`src/rtl/perm_lane_tx.sv`:
```
// Pads a 64-bit message-word stream and emits 25-lane Keccak blocks: data, pad, then zero capacity lanes.
// One cycle from accepted word to dout; output register holds while pushout & stopout, and stopin rises during PAD/CAP or an output stall.
module perm_lane_tx #(
    parameter int         RATE_LANES = 17,
    parameter logic [7:0] DSBYTE     = 8'h06
) (
    input  logic        clk,
    input  logic        rst,
    input  logic        pushin,
    output logic        stopin,
    input  logic        firstin,
    input  logic        lastin,
    input  logic [3:0]  bytesin,
    input  logic [63:0] din,
    output logic        pushout,
    input  logic        stopout,
    output logic        firstout,
    output logic        lastout,
    output logic [63:0] dout,
    output logic        err
);
    localparam logic [4:0] LAST_RATE = 5'(RATE_LANES - 1);
    localparam logic [4:0] LAST_LANE = 5'd24;

    typedef enum logic [1:0] {IDLE, DATA, PAD, CAP} state_t;

    state_t      state, state_nxt;
    logic [4:0]  lc, lc_nxt;
    logic        more, more_nxt;
    logic        pad_ds, pad_ds_nxt;
    logic        advance, accept, load, lane_last, err_set;
    logic        full_word;
    logic [3:0]  nb;
    logic [63:0] lane, word_pad;

    assign advance = ~pushout | ~stopout;
    assign stopin  = ~rst | (state == PAD) | (state == CAP) | (pushout & stopout);
    assign accept  = pushin & ~stopin;

    // A short final word carries its own DSBYTE; a full one defers it to the next lane.
    always_comb begin
        nb        = (bytesin > 4'd8) ? 4'd8 : bytesin;
        full_word = ~lastin | (nb == 4'd8);
        word_pad  = din;
        if (!full_word) begin
            for (int k = 0; k < 8; k++) begin
                if (4'(k) > nb) begin
                    word_pad[8*k +: 8] = 8'h00;
                end else if (4'(k) == nb) begin
                    word_pad[8*k +: 8] = DSBYTE;
                end
            end
            if (lc == LAST_RATE) begin
                word_pad[63:56] = word_pad[63:56] ^ 8'h80;
            end
        end
    end

    always_comb begin
        state_nxt  = state;
        lc_nxt     = lc;
        more_nxt   = more;
        pad_ds_nxt = pad_ds;
        load       = 1'b0;
        lane       = '0;
        lane_last  = 1'b0;
        err_set    = 1'b0;
        case (state)
            IDLE, DATA: begin
                if (accept) begin
                    load    = 1'b1;
                    lane    = word_pad;
                    lc_nxt  = lc + 5'd1;
                    err_set = (lastin & (bytesin > 4'd8)) | (firstin ^ (state == IDLE));
                    if (lc == LAST_RATE) begin
                        // Block closes here; a deferred DSBYTE needs one extra block.
                        state_nxt  = CAP;
                        more_nxt   = full_word;
                        pad_ds_nxt = lastin & full_word;
                    end else if (lastin) begin
                        state_nxt  = PAD;
                        pad_ds_nxt = full_word;
                    end else begin
                        state_nxt = DATA;
                    end
                end
            end
            PAD: begin
                if (advance) begin
                    load       = 1'b1;
                    lane       = {(lc == LAST_RATE) ? 8'h80 : 8'h00, 48'h0, pad_ds ? DSBYTE : 8'h00};
                    pad_ds_nxt = 1'b0;
                    lc_nxt     = lc + 5'd1;
                    if (lc == LAST_RATE) begin
                        state_nxt = CAP;
                        more_nxt  = 1'b0;
                    end
                end
            end
            CAP: begin
                if (advance) begin
                    load = 1'b1;
                    if (lc == LAST_LANE) begin
                        lc_nxt    = 5'd0;
                        lane_last = ~more;
                        more_nxt  = 1'b0;
                        state_nxt = !more ? IDLE : (pad_ds ? PAD : DATA);
                    end else begin
                        lc_nxt = lc + 5'd1;
                    end
                end
            end
            default: state_nxt = IDLE;
        endcase
    end

    always_ff @(posedge clk or negedge rst) begin
        if (!rst) begin
            state    <= IDLE;
            lc       <= 5'd0;
            more     <= 1'b0;
            pad_ds   <= 1'b0;
            pushout  <= 1'b0;
            firstout <= 1'b0;
            lastout  <= 1'b0;
            dout     <= 64'h0;
            err      <= 1'b0;
        end else begin
            state  <= state_nxt;
            lc     <= lc_nxt;
            more   <= more_nxt;
            pad_ds <= pad_ds_nxt;
            err    <= err | err_set;
            if (advance) begin
                pushout  <= load;
                dout     <= lane;
                firstout <= load & (lc == 5'd0);
                lastout  <= lane_last;
            end
        end
    end
endmodule
```
`config.mk`:
```
export PLATFORM = sky130hd
export DESIGN_NAME = perm_lane_tx
export DESIGN_NICKNAME = d
export VERILOG_FILES = /design/src/rtl/perm_lane_tx.sv
export SDC_FILE = /design/constraint.sdc
export NUM_CORES = 1
export LEC_CHECK = 0
export CORE_ASPECT_RATIO = 1.4
export CORE_MARGIN = 1.5
export CORE_UTILIZATION = 42
export DETAILED_ROUTE_END_ITERATION = 7
export PLACE_DENSITY_LB_ADDON = 0.15
export SETUP_SLACK_MARGIN = 0.2
export SLEW_MARGIN = 10
export SYNTH_ARGS = -nofsm -noshare
export SYNTH_HDL_FRONTEND = slang
export SYNTH_SLANG_ARGS = --single-unit
```
`constraint.sdc`:
```
create_clock -name clk -period 1.71 [get_ports clk]
set_input_delay 0.342 -clock clk [delete_from_list [all_inputs] [get_ports clk]]
set_output_delay 0.342 -clock clk [all_outputs]
set_load 0.05 [all_outputs]
```
==> results of run 1 <==
cells in the final DEF (no fill, tap or decap), drive strengths merged, types with 2 or more instances in the layout:
cell           synthesis  final
and4b                  2      2
mux2i                  2      2
o21ai                 16     16
nand2                 29     29
bufinv                 0      3
xor2                   2      2
nor3b                  2      2
clkbuf                 7     12
nand3                  5      5
o22ai                  2      2
a21oi                 16     16
dfrtp                 77     77
or2                    2      2
nor2b                  2      2
a211oi                 2      2
a31oi                  2      2
o21bai                 2      2
ha                     2      2
or3                    2      2
dlymetal6s2s           0      2
nor3                   4      4
clkdlybuf4s50          0     66
o31ai                  3      3
nand3b                 2      2
inv                    6      6
a22o                  53     53
nor2                  14     14
dlygate4sd2            0      4
buf                   11    113
routing by layer:
| layer | vias up | track usage | wire length [µm] |
|---|---|---|---|
| met4 | 0 | 0.1325 | 274 |
| met3 | 22 | 0.04153 | 459 |
| met2 | 98 | 0.3944 | 5007 |
| met5 | - | 0 | 0 |
| met1 | 1438 | 0.2734 | 3671 |
| li1 | 1399 | - | - |
repair_timing:
| action | 4_1_cts | 5_1_grt |
|---|---|---|
| endpoints found under the hold margin | 6 | 0 |
| setup endpoints to repair | 69 | 61 |
| resized for setup | 27 | 22 |
| pin swaps | 5 | 23 |
| hold buffers | 1 | 0 |
| buffers inserted | 4 | 4 |
worst max-delay path, stage by stage, from the launching register on:
cell,delay [ns]
dfrtp_2,0.44
a21oi_4,0.15
buf_6,0.12
nand2_4,0.05
buf_8,0.15
sequential cells by signal, indices dropped and copies added (netlist names):
| name | flops |
|---|---|
| dout | 64 |
| lc | 5 |
| state | 2 |
| err | 1 |
| firstout | 1 |
| lastout | 1 |
| more | 1 |
| pad_ds | 1 |
| pushout | 1 |
final cells by class:
cell class                      instances  share of cell area
Sequential cell                        77              0.3617
Timing Repair Buffer                  186              0.3054
Multi-Input combinational cell        180              0.2601
Clock buffer                           12             0.02721
Tap cell                              100             0.02346
Clock inverter                          4             0.01783
Inverter                                6            0.004222
through the flow:
| step | power, W | utilization | setup slack, ns | area, µm² |
|---|---|---|---|---|
| after detailed placement | 0.004697 | 0.6332 | -0.3193 | 4847 |
| after global routing | 0.006973 | 0.6968 | 0.05678 | 5334 |
| final | 0.006644 | 0.6968 | 0.1242 | 5334 |
| after CTS | 0.006556 | 0.6827 | 0.1194 | 5226 |
| after global placement | 0.004645 | 0.6332 | -0.3171 | 4847 |
| after floorplan | 0.003818 | - | 0.2070 | 3298 |
path summary, 6_finish.rpt:
| check | startpoint | to | slack [ns] | cells past startpoint |
|---|---|---|---|---|
| setup / recovery | pushout | stopin | 0.12 | 4 |
| hold / removal | rst | dout[21] | 0.13 | 2 |
| min in group clk | bytesin[3] | pad_ds | 0.45 | 3 |
| setup reg to reg | lc[1] | lc[2] | 0.16 | 6 |
| max in group asynchronous | rst | pushout | 0.88 | 2 |
| hold reg to reg | err | err | 0.48 | 1 |
where the power goes:
group          internal [W]  switching (W)
Sequential          0.00211       0.000255
Combinational       0.00108        0.00156
Clock               0.00101       0.000633
kinds of logic after synthesis:
| group | count (synthesis) | share of synthesized area |
|---|---|---|
| AO/OA/AOI/OAI | 104 | 0.2441 |
| flip-flops | 77 | 0.5864 |
| AND/OR/NAND/NOR | 69 | 0.1116 |
| buffers and inverters | 24 | 0.03541 |
| multiplexers | 3 | 0.009520 |
| XOR/XNOR | 2 | 0.005332 |
| adder cells (fa/ha/maj) | 2 | 0.007615 |
==> metrics.txt, run 1 <==
status completed; Ant. Diodes 0; FMAX 630.6 MHz; hpwl dp 6820 µm; vias in the first global route 2,956; Routed WL 9412 µm; Synth Cell Area 0.003286 mm²; Hold WC Path Type input pin to asynchronous set/reset pin; Total GRT Usage 0.2321; Commonest cells post-synth dfrtp_1, a22o_1, nand2_1; maximum capacitance violations 0; Syn Nets 357; #FFs+latches synth 77; register area share after synthesis 0.5864; Iteration-0 DRC Markers 173; worst hold margin 0.1276 ns; Final Skew 0.004325 ns; die height 107.7 µm; CP endpoint kind primary output; # port buffers 142; period utilization 0.9274; initial antenna violation count 0; fin nets 536; WP data required 1.37 ns; number of routed nets with antenna violations 0; Core ar. 0.007655 mm²; setup_tns 0 ns; Top FF cell, synth dfrtp_1; ys async rst share 1.000; Initial Util 0.4292; clk slew on worst S/H paths 0.07 ns; Final GP Congestion 0.8847; Critical Path Source Type flip-flop; DP Cell Count 540; drt pass-1 iters 4; CTS Buf Count 9; die area 0.008370 mm²; Clock Tree Buf Depth 2; # DRC 0; top cells by area, synth dfrtp_1, a22o_1, nand2_1; measured slew at the worst slew-check pin 0.3743 ns; root buf cell clkbuf_8; CP Class flip-flop to primary output; Die Wd 77.75 µm; Skew-Pair Late Insertion Delay 0.35 ns; P per Cell Area 1246 mW/mm²; area grow syn2layout 62.34%; final setup fails 0; crit-path max FO 2; Congestion Overflow GR 0; CTS sink cnt 77; Post-synth EDFFs 0; I/O pins 143; first-pass GRT wire length 14,830 µm; Final Non-Filler Cells 565; share of the synthesized area in the top cell type 0.5864; Final Hold Viols 0; Mapped Cells 281; H-tree depth 3; Layout fillers 599; Reg area 0.001929 mm²; wire per inst 16.66 µm; Slew Limit Fails 0; row count 38; post-synth top area cell dfrtp_1; P_leak 2.553 nW; TritonCTS clock tree done; multi-input gate area in the final layout 0.001388 mm²; Peak VDD IR 1.092 mV; Mapped Avg Cell Area 11.69 µm²; Synth Warn # 0; share of cells above drive strength 1 0.3462; vias per cell 5.234; Slew HR 0.7505; largest net degree at the start of global routing 72; post-synth cell types 49; WP data arrival 1.24 ns; unrepaired setup endpoints after global routing true; Vias 2,957; fin crit period 1.586 ns; top-count cell post-synth dfrtp_1
Note: power is estimated with default switching activity, not from simulation.
==> run 2: changes to the inputs <==
- SKIP_LAST_GASP: default -> 1
==> results of run 2 <==
The final DEF is identical to that of run 1; final timing and power are the same.
==> run 3: changes to the inputs <==
- SLEW_MARGIN: 10 -> 20
==> results of run 3 <==
The final DEF is identical to that of run 1; final timing and power are the same.
